## src/rtl/mem_pkg.sv

```systemverilog
// Shared types and helpers for the load/store access unit.
// Size encodings, FSM states, byte-lane and alignment functions.
package mem_pkg;

  typedef enum logic [1:0] {
    SZ_BYTE = 2'b00,
    SZ_HALF = 2'b01,
    SZ_WORD = 2'b10,
    SZ_ILL  = 2'b11
  } size_t;

  typedef enum logic [1:0] {
    IDLE   = 2'b00,
    ACCESS = 2'b01,
    RESP   = 2'b10
  } state_t;

  function automatic logic [3:0] byte_en(size_t size, logic [1:0] addr_lo);
    logic [3:0] be;
    be = 4'b0000;
    unique case (size)
      SZ_BYTE: be = 4'b0001 << addr_lo;
      SZ_HALF: be = 4'b0011 << {addr_lo[1], 1'b0};
      SZ_WORD: be = 4'b1111;
      default: be = 4'b0000;
    endcase
    return be;
  endfunction

  function automatic logic misaligned(size_t size, logic [1:0] addr_lo);
    logic bad;
    bad = 1'b0;
    unique case (size)
      SZ_BYTE: bad = 1'b0;
      SZ_HALF: bad = addr_lo[0];
      SZ_WORD: bad = |addr_lo;
      default: bad = 1'b1;
    endcase
    return bad;
  endfunction

  function automatic logic [31:0] lane_data(size_t size, logic [31:0] wdata);
    logic [31:0] d;
    d = wdata;
    unique case (size)
      SZ_BYTE: d = {4{wdata[7:0]}};
      SZ_HALF: d = {2{wdata[15:0]}};
      default: d = wdata;
    endcase
    return d;
  endfunction

endpackage

```

## src/rtl/load_align.sv

```systemverilog
// Load data extraction: shift the addressed lane down,
// then sign- or zero-extend to 32 bits.
module load_align
  import mem_pkg::*;
(
  input  logic [31:0] rdata_i,
  input  logic [1:0]  size_i,
  input  logic [1:0]  addr_lo_i,
  input  logic        uns_i,
  output logic [31:0] data_o
);

  logic [31:0] sh;
  logic        sx8;
  logic        sx16;

  assign sh   = rdata_i >> {addr_lo_i, 3'b000};
  assign sx8  = ~uns_i & sh[7];
  assign sx16 = ~uns_i & sh[15];

  // Pick the extension for the access size.
  always_comb begin
    data_o = rdata_i;
    unique case (size_t'(size_i))
      SZ_BYTE: data_o = {{24{sx8}}, sh[7:0]};
      SZ_HALF: data_o = {{16{sx16}}, sh[15:0]};
      default: data_o = rdata_i;
    endcase
  end

endmodule

```

## src/rtl/mem_access_unit.sv

```systemverilog
// Load/store access unit: one request at a time, alignment check,
// word-aligned memory access with wait states, extended load data.
module mem_access_unit
  import mem_pkg::*;
#(
  parameter int WAIT_STATES = 1,
  parameter int CNT_W       = 4
) (
  input  logic        clk,
  input  logic        reset,
  input  logic        req_valid,
  output logic        req_ready,
  input  logic        req_write,
  input  logic [1:0]  req_size,
  input  logic        req_unsigned,
  input  logic [31:0] req_addr,
  input  logic [31:0] req_wdata,
  output logic        rsp_valid,
  output logic        rsp_err,
  output logic [31:0] rsp_rdata,
  output logic        mem_en,
  output logic [3:0]  mem_we,
  output logic [31:0] mem_addr,
  output logic [31:0] mem_wdata,
  input  logic [31:0] mem_rdata
);

  state_t             state_q, state_d;
  logic [CNT_W-1:0]   cnt_q, cnt_d;
  logic               write_q, write_d;
  size_t              size_q, size_d;
  logic               uns_q, uns_d;
  logic [1:0]         alo_q, alo_d;
  logic               mem_en_q, mem_en_d;
  logic [3:0]         mem_we_q, mem_we_d;
  logic [31:0]        mem_addr_q, mem_addr_d;
  logic [31:0]        mem_wdata_q, mem_wdata_d;
  logic               rsp_valid_q, rsp_valid_d;
  logic               rsp_err_q, rsp_err_d;
  logic [31:0]        rsp_rdata_q, rsp_rdata_d;
  logic [31:0]        ld_data;
  size_t              req_sz;

  assign req_sz = size_t'(req_size);

  load_align u_align (
    .rdata_i   (mem_rdata),
    .size_i    (size_q),
    .addr_lo_i (alo_q),
    .uns_i     (uns_q),
    .data_o    (ld_data)
  );

  // Next-state, memory strobes and response decode.
  always_comb begin
    state_d     = state_q;
    cnt_d       = cnt_q;
    write_d     = write_q;
    size_d      = size_q;
    uns_d       = uns_q;
    alo_d       = alo_q;
    mem_en_d    = 1'b0;
    mem_we_d    = 4'b0000;
    mem_addr_d  = mem_addr_q;
    mem_wdata_d = mem_wdata_q;
    rsp_valid_d = 1'b0;
    rsp_err_d   = 1'b0;
    rsp_rdata_d = '0;
    unique case (state_q)
      IDLE: begin
        if (req_valid) begin
          write_d = req_write;
          size_d  = req_sz;
          uns_d   = req_unsigned;
          alo_d   = req_addr[1:0];
          if (misaligned(req_sz, req_addr[1:0])) begin
            state_d     = RESP;
            rsp_valid_d = 1'b1;
            rsp_err_d   = 1'b1;
          end else begin
            state_d     = ACCESS;
            cnt_d       = CNT_W'(WAIT_STATES);
            mem_en_d    = 1'b1;
            mem_we_d    = req_write ?
                          byte_en(req_sz, req_addr[1:0]) : 4'b0000;
            mem_addr_d  = {req_addr[31:2], 2'b00};
            mem_wdata_d = lane_data(req_sz, req_wdata);
          end
        end
      end
      ACCESS: begin
        if (cnt_q == '0) begin
          state_d     = RESP;
          rsp_valid_d = 1'b1;
          rsp_rdata_d = write_q ? 32'd0 : ld_data;
        end else begin
          cnt_d    = cnt_q - CNT_W'(1);
          mem_en_d = 1'b1;
        end
      end
      RESP: begin
        state_d = IDLE;
      end
      default: begin
        state_d = IDLE;
      end
    endcase
  end

  // State, request latch and registered outputs.
  always_ff @(posedge clk or negedge reset) begin
    if (!reset) begin
      state_q     <= IDLE;
      cnt_q       <= '0;
      write_q     <= 1'b0;
      size_q      <= SZ_BYTE;
      uns_q       <= 1'b0;
      alo_q       <= 2'b00;
      mem_en_q    <= 1'b0;
      mem_we_q    <= 4'b0000;
      mem_addr_q  <= '0;
      mem_wdata_q <= '0;
      rsp_valid_q <= 1'b0;
      rsp_err_q   <= 1'b0;
      rsp_rdata_q <= '0;
    end else begin
      state_q     <= state_d;
      cnt_q       <= cnt_d;
      write_q     <= write_d;
      size_q      <= size_d;
      uns_q       <= uns_d;
      alo_q       <= alo_d;
      mem_en_q    <= mem_en_d;
      mem_we_q    <= mem_we_d;
      mem_addr_q  <= mem_addr_d;
      mem_wdata_q <= mem_wdata_d;
      rsp_valid_q <= rsp_valid_d;
      rsp_err_q   <= rsp_err_d;
      rsp_rdata_q <= rsp_rdata_d;
    end
  end

  assign req_ready = (state_q == IDLE);
  assign rsp_valid = rsp_valid_q;
  assign rsp_err   = rsp_err_q;
  assign rsp_rdata = rsp_rdata_q;
  assign mem_en    = mem_en_q;
  assign mem_we    = mem_we_q;
  assign mem_addr  = mem_addr_q;
  assign mem_wdata = mem_wdata_q;

endmodule

```

## config.mk

```make
export PLATFORM = sky130hd
export DESIGN_NAME = mem_access_unit
export DESIGN_NICKNAME = d
export VERILOG_FILES = /design/src/rtl/mem_pkg.sv /design/src/rtl/load_align.sv /design/src/rtl/mem_access_unit.sv
export SDC_FILE = /design/constraint.sdc
export NUM_CORES = 1
export LEC_CHECK = 0
export BUFFER_PORTS_ARGS = -buffer_cell sky130_fd_sc_hd__buf_2
export CAP_MARGIN = 10
export CELL_PAD_IN_SITES_DETAIL_PLACEMENT = 0
export CELL_PAD_IN_SITES_GLOBAL_PLACEMENT = 1
export CORE_ASPECT_RATIO = 1.25
export CORE_MARGIN = 2
export CORE_UTILIZATION = 39
export DETAILED_ROUTE_END_ITERATION = 10
export PLACE_DENSITY_LB_ADDON = 0.12
export SLEW_MARGIN = 20
export SYNTH_ARGS = -nofsm -noshare
export SYNTH_HDL_FRONTEND = slang
export SYNTH_SLANG_ARGS = --single-unit
```

## constraint.sdc

```tcl
create_clock -name clk -period 4.2 [get_ports clk]
set_input_delay 1.05 -clock clk [delete_from_list [all_inputs] [get_ports clk]]
set_output_delay 1.05 -clock clk [all_outputs]
set_load 0.05 [all_outputs]
```

==> summary.txt <==
Clock network
  • CTS tree: done
  • PostCTS Resize Cnt: 0
  • Worst-case clock buffer depth: 2
  • H-tree Lvls: 4
  • CTS clk-pin slew, worst paths: approximately 0.060 ns
  • # Post-CTS Setup Buffers: 0
  • Cts bufs inserted: 17
  • Skew-Pair Late Insertion Delay: slightly above 0.4 ns
  • Sink Count: between 100 and 150
  • Root Buffer: clkbuf_16
  • # hold bufs at CTS: 0

Synthesis
  • #FFs+latches synth: 113
  • Yosys warning count: 0
  • Post-synth ARST share: 1.000
  • Post-synth top area share: 0.5773
  • Synth Flop Type: dfrtp_1
  • Synth unique cells: 40
  • Area contributors post-synth: dfrtp_1, mux2_2, mux2i_1
  • Sequential share of the synthesized area: 0.5773
  • Syn_area_per_cell: around 12 um^2
  • Post-Syn Area: ~4900 um^2
  • Post-synth EDFFs: 0
  • Syn Inst Count: approximately 420
  • Area leader, netlist: dfrtp_1

Power and ir drop
  • Pint: approximately 0.0032 W
  • Switching power of the nets: 0.002655 W
  • Sw frac: 0.4567
  • Clock power share: 0.258
  • Peak supply drop: between 500 and 600 uV
  • Pwr dens: slightly below 900 nW/um^2
  • Leakage: around 3.6 nW
  • Sequential power share: 0.301
  • Comb power frac: 0.441

Worst setup path
  • Crit. End Element: flop
  • CP cell instances: buf_2, a21oi_1, o21ai_4, buf_4, mux2_2
  • Setup crit start kind: primary input
  • CP required: 4.49 ns
  • Crit path DAT: around 3.0 ns
  • Crit path max fanout: 33
  • Crit-path slowest cell: o21ai_4
  • Max stage delay on crit path: about 0.53 ns
  • Setup CP Type: in -> reg

Timing
  • Slew Limit Fails: 0
  • Skew final: roughly 0.010 ns
  • Unrepaired setup endpoints after global routing: false
  • Hold Vio Cnt, Final: 0
  • Setup TNS: 0 ns
  • Max Clock Freq: roughly 0.37 GHz
  • Worst setup margin: 1.520 ns
  • Fin crit period: about 2.7 ns
  • Setup violators final: 0
  • Fin crit share: 0.6381
  • Rel. slew slack: 0.3481
  • Hold_ws: 0.4804 ns
  • Tightest Pin Transition: a little under 1 ns

Route
  • Antenna-violating nets left: 0
  • Number of DRC markers in iteration 0: about 100
  • Final WL: 12.84 mm
  • Post-DR wirelength/cell: approximately 16 um
  • Drt first pass iters: 4
  • Via count: around 3900
  • DRC viols: 0
  • Post-DR vias/cell: 4.854

Floorplanning
  • Die Y: between 100 and 150 um
  • Core area: between 10000 and 15000 um^2
  • Die X: 104.2 um
  • Starting Density: 0.4009
  • I/O pins: between 200 and 250
  • Die area: ~13000 um^2
  • Core Rows: 45

GRT
  • Total gr overflow: 0
  • Vias in the first global route: approximately 4100
  • Pin count of the biggest net entering global routing: 74
  • GR Util All Layers: 0.1931
  • First-pass GRT wire length: 20.22 mm
  • Antenna violations before repair: 1

Cells and area
  • NumNets Final: 728
  • Layout area overhead: 36.83%
  • ANT cells: 0
  • Share of post-route cells with drive strength above 1: 0.4600
  • Final Instance Area: about 6700 um^2

Place
  • Detailed Place HPWL: around 9.5 mm
  • Gpl congestion: about 0.8
  • Dpl cell area: just over 6000 um^2
  • Worst slack at placement: 1.073 ns
  • Port Buffer Count: between 200 and 250

Min path
  • Hold crit path type: reg -> reg

Status
  • Outcome: finished, final reports clean

Run
  • Max Cap Viol: 0
==> per-stage QoR <==
stage                       util  std cells  total power, W
after floorplan                -        423        0.003680
after global placement    0.4966        769        0.004300
after detailed placement  0.4966        769        0.004344
after CTS                 0.5479        801        0.005877
after global routing      0.5486        801        0.006125
final                     0.5486        801        0.005815
==> cell usage after synthesis (2+ instances only) <==
| cell type | n |
|---|---|
| xor2_1 | 2 |
| a21o_1 | 23 |
| mux2i_1 | 32 |
| o221ai_1 | 7 |
| mux2_2 | 42 |
| a21oi_1 | 27 |
| clkbuf_1 | 13 |
| nor2b_1 | 3 |
| a22oi_1 | 2 |
| or3_1 | 2 |
| nor3b_1 | 2 |
| nand2b_1 | 4 |
| nand2_1 | 39 |
| buf_1 | 2 |
| buf_4 | 2 |
| nor3_1 | 4 |
| inv_1 | 4 |
| nand3b_1 | 2 |
| o21ai_0 | 44 |
| nor2_1 | 23 |
| or2_2 | 3 |
| dfrtp_1 | 113 |
| buf_2 | 10 |
==> state kept, by name (all words and copies together), names as in the netlist <==
signal     flops
mem_addr      30
mem_we         4
size_q         2
cnt_q          4
rsp_rdata     32
state_q        2
rsp_valid      1
write_q        1
uns_q          1
alo_q          2
rsp_err        1
mem_en         1
mem_wdata     32
==> power by group through the flow <==
| stage | Clock (W) | Sequential [W] | Combinational [W] |
|---|---|---|---|
| floorplan | 0 | 0.00288 | 0.000800 |
| global placement | 0 | 0.00174 | 0.00256 |
| detailed placement | 0 | 0.00176 | 0.00259 |
| CTS | 0.00154 | 0.00175 | 0.00259 |
| global route | 0.00159 | 0.00181 | 0.00272 |
| finish | 0.00150 | 0.00175 | 0.00256 |
==> cell type report <==
type	count	area (um^2)
Clock inverter	13	173.9
Timing Repair Buffer	210	1081
Clock buffer	19	452.9
Inverter	5	18.77
Tap cell	164	205.2
Multi-Input combinational cell	277	1943
Fill cell	1156	5515
Sequential cell	113	2828
==> final timing paths <==
kind / cells after the start / slack [ns] / end / startpoint
max in group asynchronous: 2 / 2.55 / mem_wdata[15] / reset
worst max-delay path: 5 / 1.52 / mem_wdata[6] / req_size[1]
worst min-delay path: 2 / 0.48 / mem_wdata[19] / mem_wdata[19]
worst min register to register: 2 / 0.48 / mem_wdata[19] / mem_wdata[19]
worst max register to register: 6 / 1.66 / rsp_rdata[24] / cnt_q[0]
min in group asynchronous: 1 / 0.78 / rsp_rdata[3] / reset
==> placed cells by master (no fill, tap or decap), types with 7 or more instances in the layout <==
| cell type | n |
|---|---|
| clkbuf_16 | 17 |
| nand2_1 | 39 |
| nor2_1 | 22 |
| mux2i_1 | 32 |
| a21o_1 | 23 |
| mux2_2 | 42 |
| buf_2 | 203 |
| o21ai_0 | 44 |
| dfrtp_1 | 113 |
| a21oi_1 | 27 |
| o221ai_1 | 7 |
==> critical path: cells and delay by family <==
family                 cells  cell delay [ns]
buffers and inverters      2             0.83
AOI/OAI and AO/OA          2             0.71
muxes                      1             0.35
==> per-layer routing <==
metal,vias up,track usage,share of wire
met5,-,0,0.0010
met4,2,0.07631,0.017
li1,1890,-,-
met1,1846,0.2229,0.39
met2,133,0.3367,0.53
met3,17,0.06137,0.061
==> logic make-up (layout without fill, tap and decap cells) <==
group / count (synthesis) / count (layout) / share of synthesized area
flops: 113 / 113 / 0.5773
mux: 75 / 75 / 0.1665
xor+xnor: 2 / 2 / 0.003577
compound gates: 110 / 110 / 0.1382
other cells: 1 / 2 / 0.0007655
fa+ha+maj: 1 / 1 / 0.002554
simple gates: 87 / 87 / 0.08020
buf+inv: 33 / 247 / 0.03091
(Power assumes the default switching activity.)
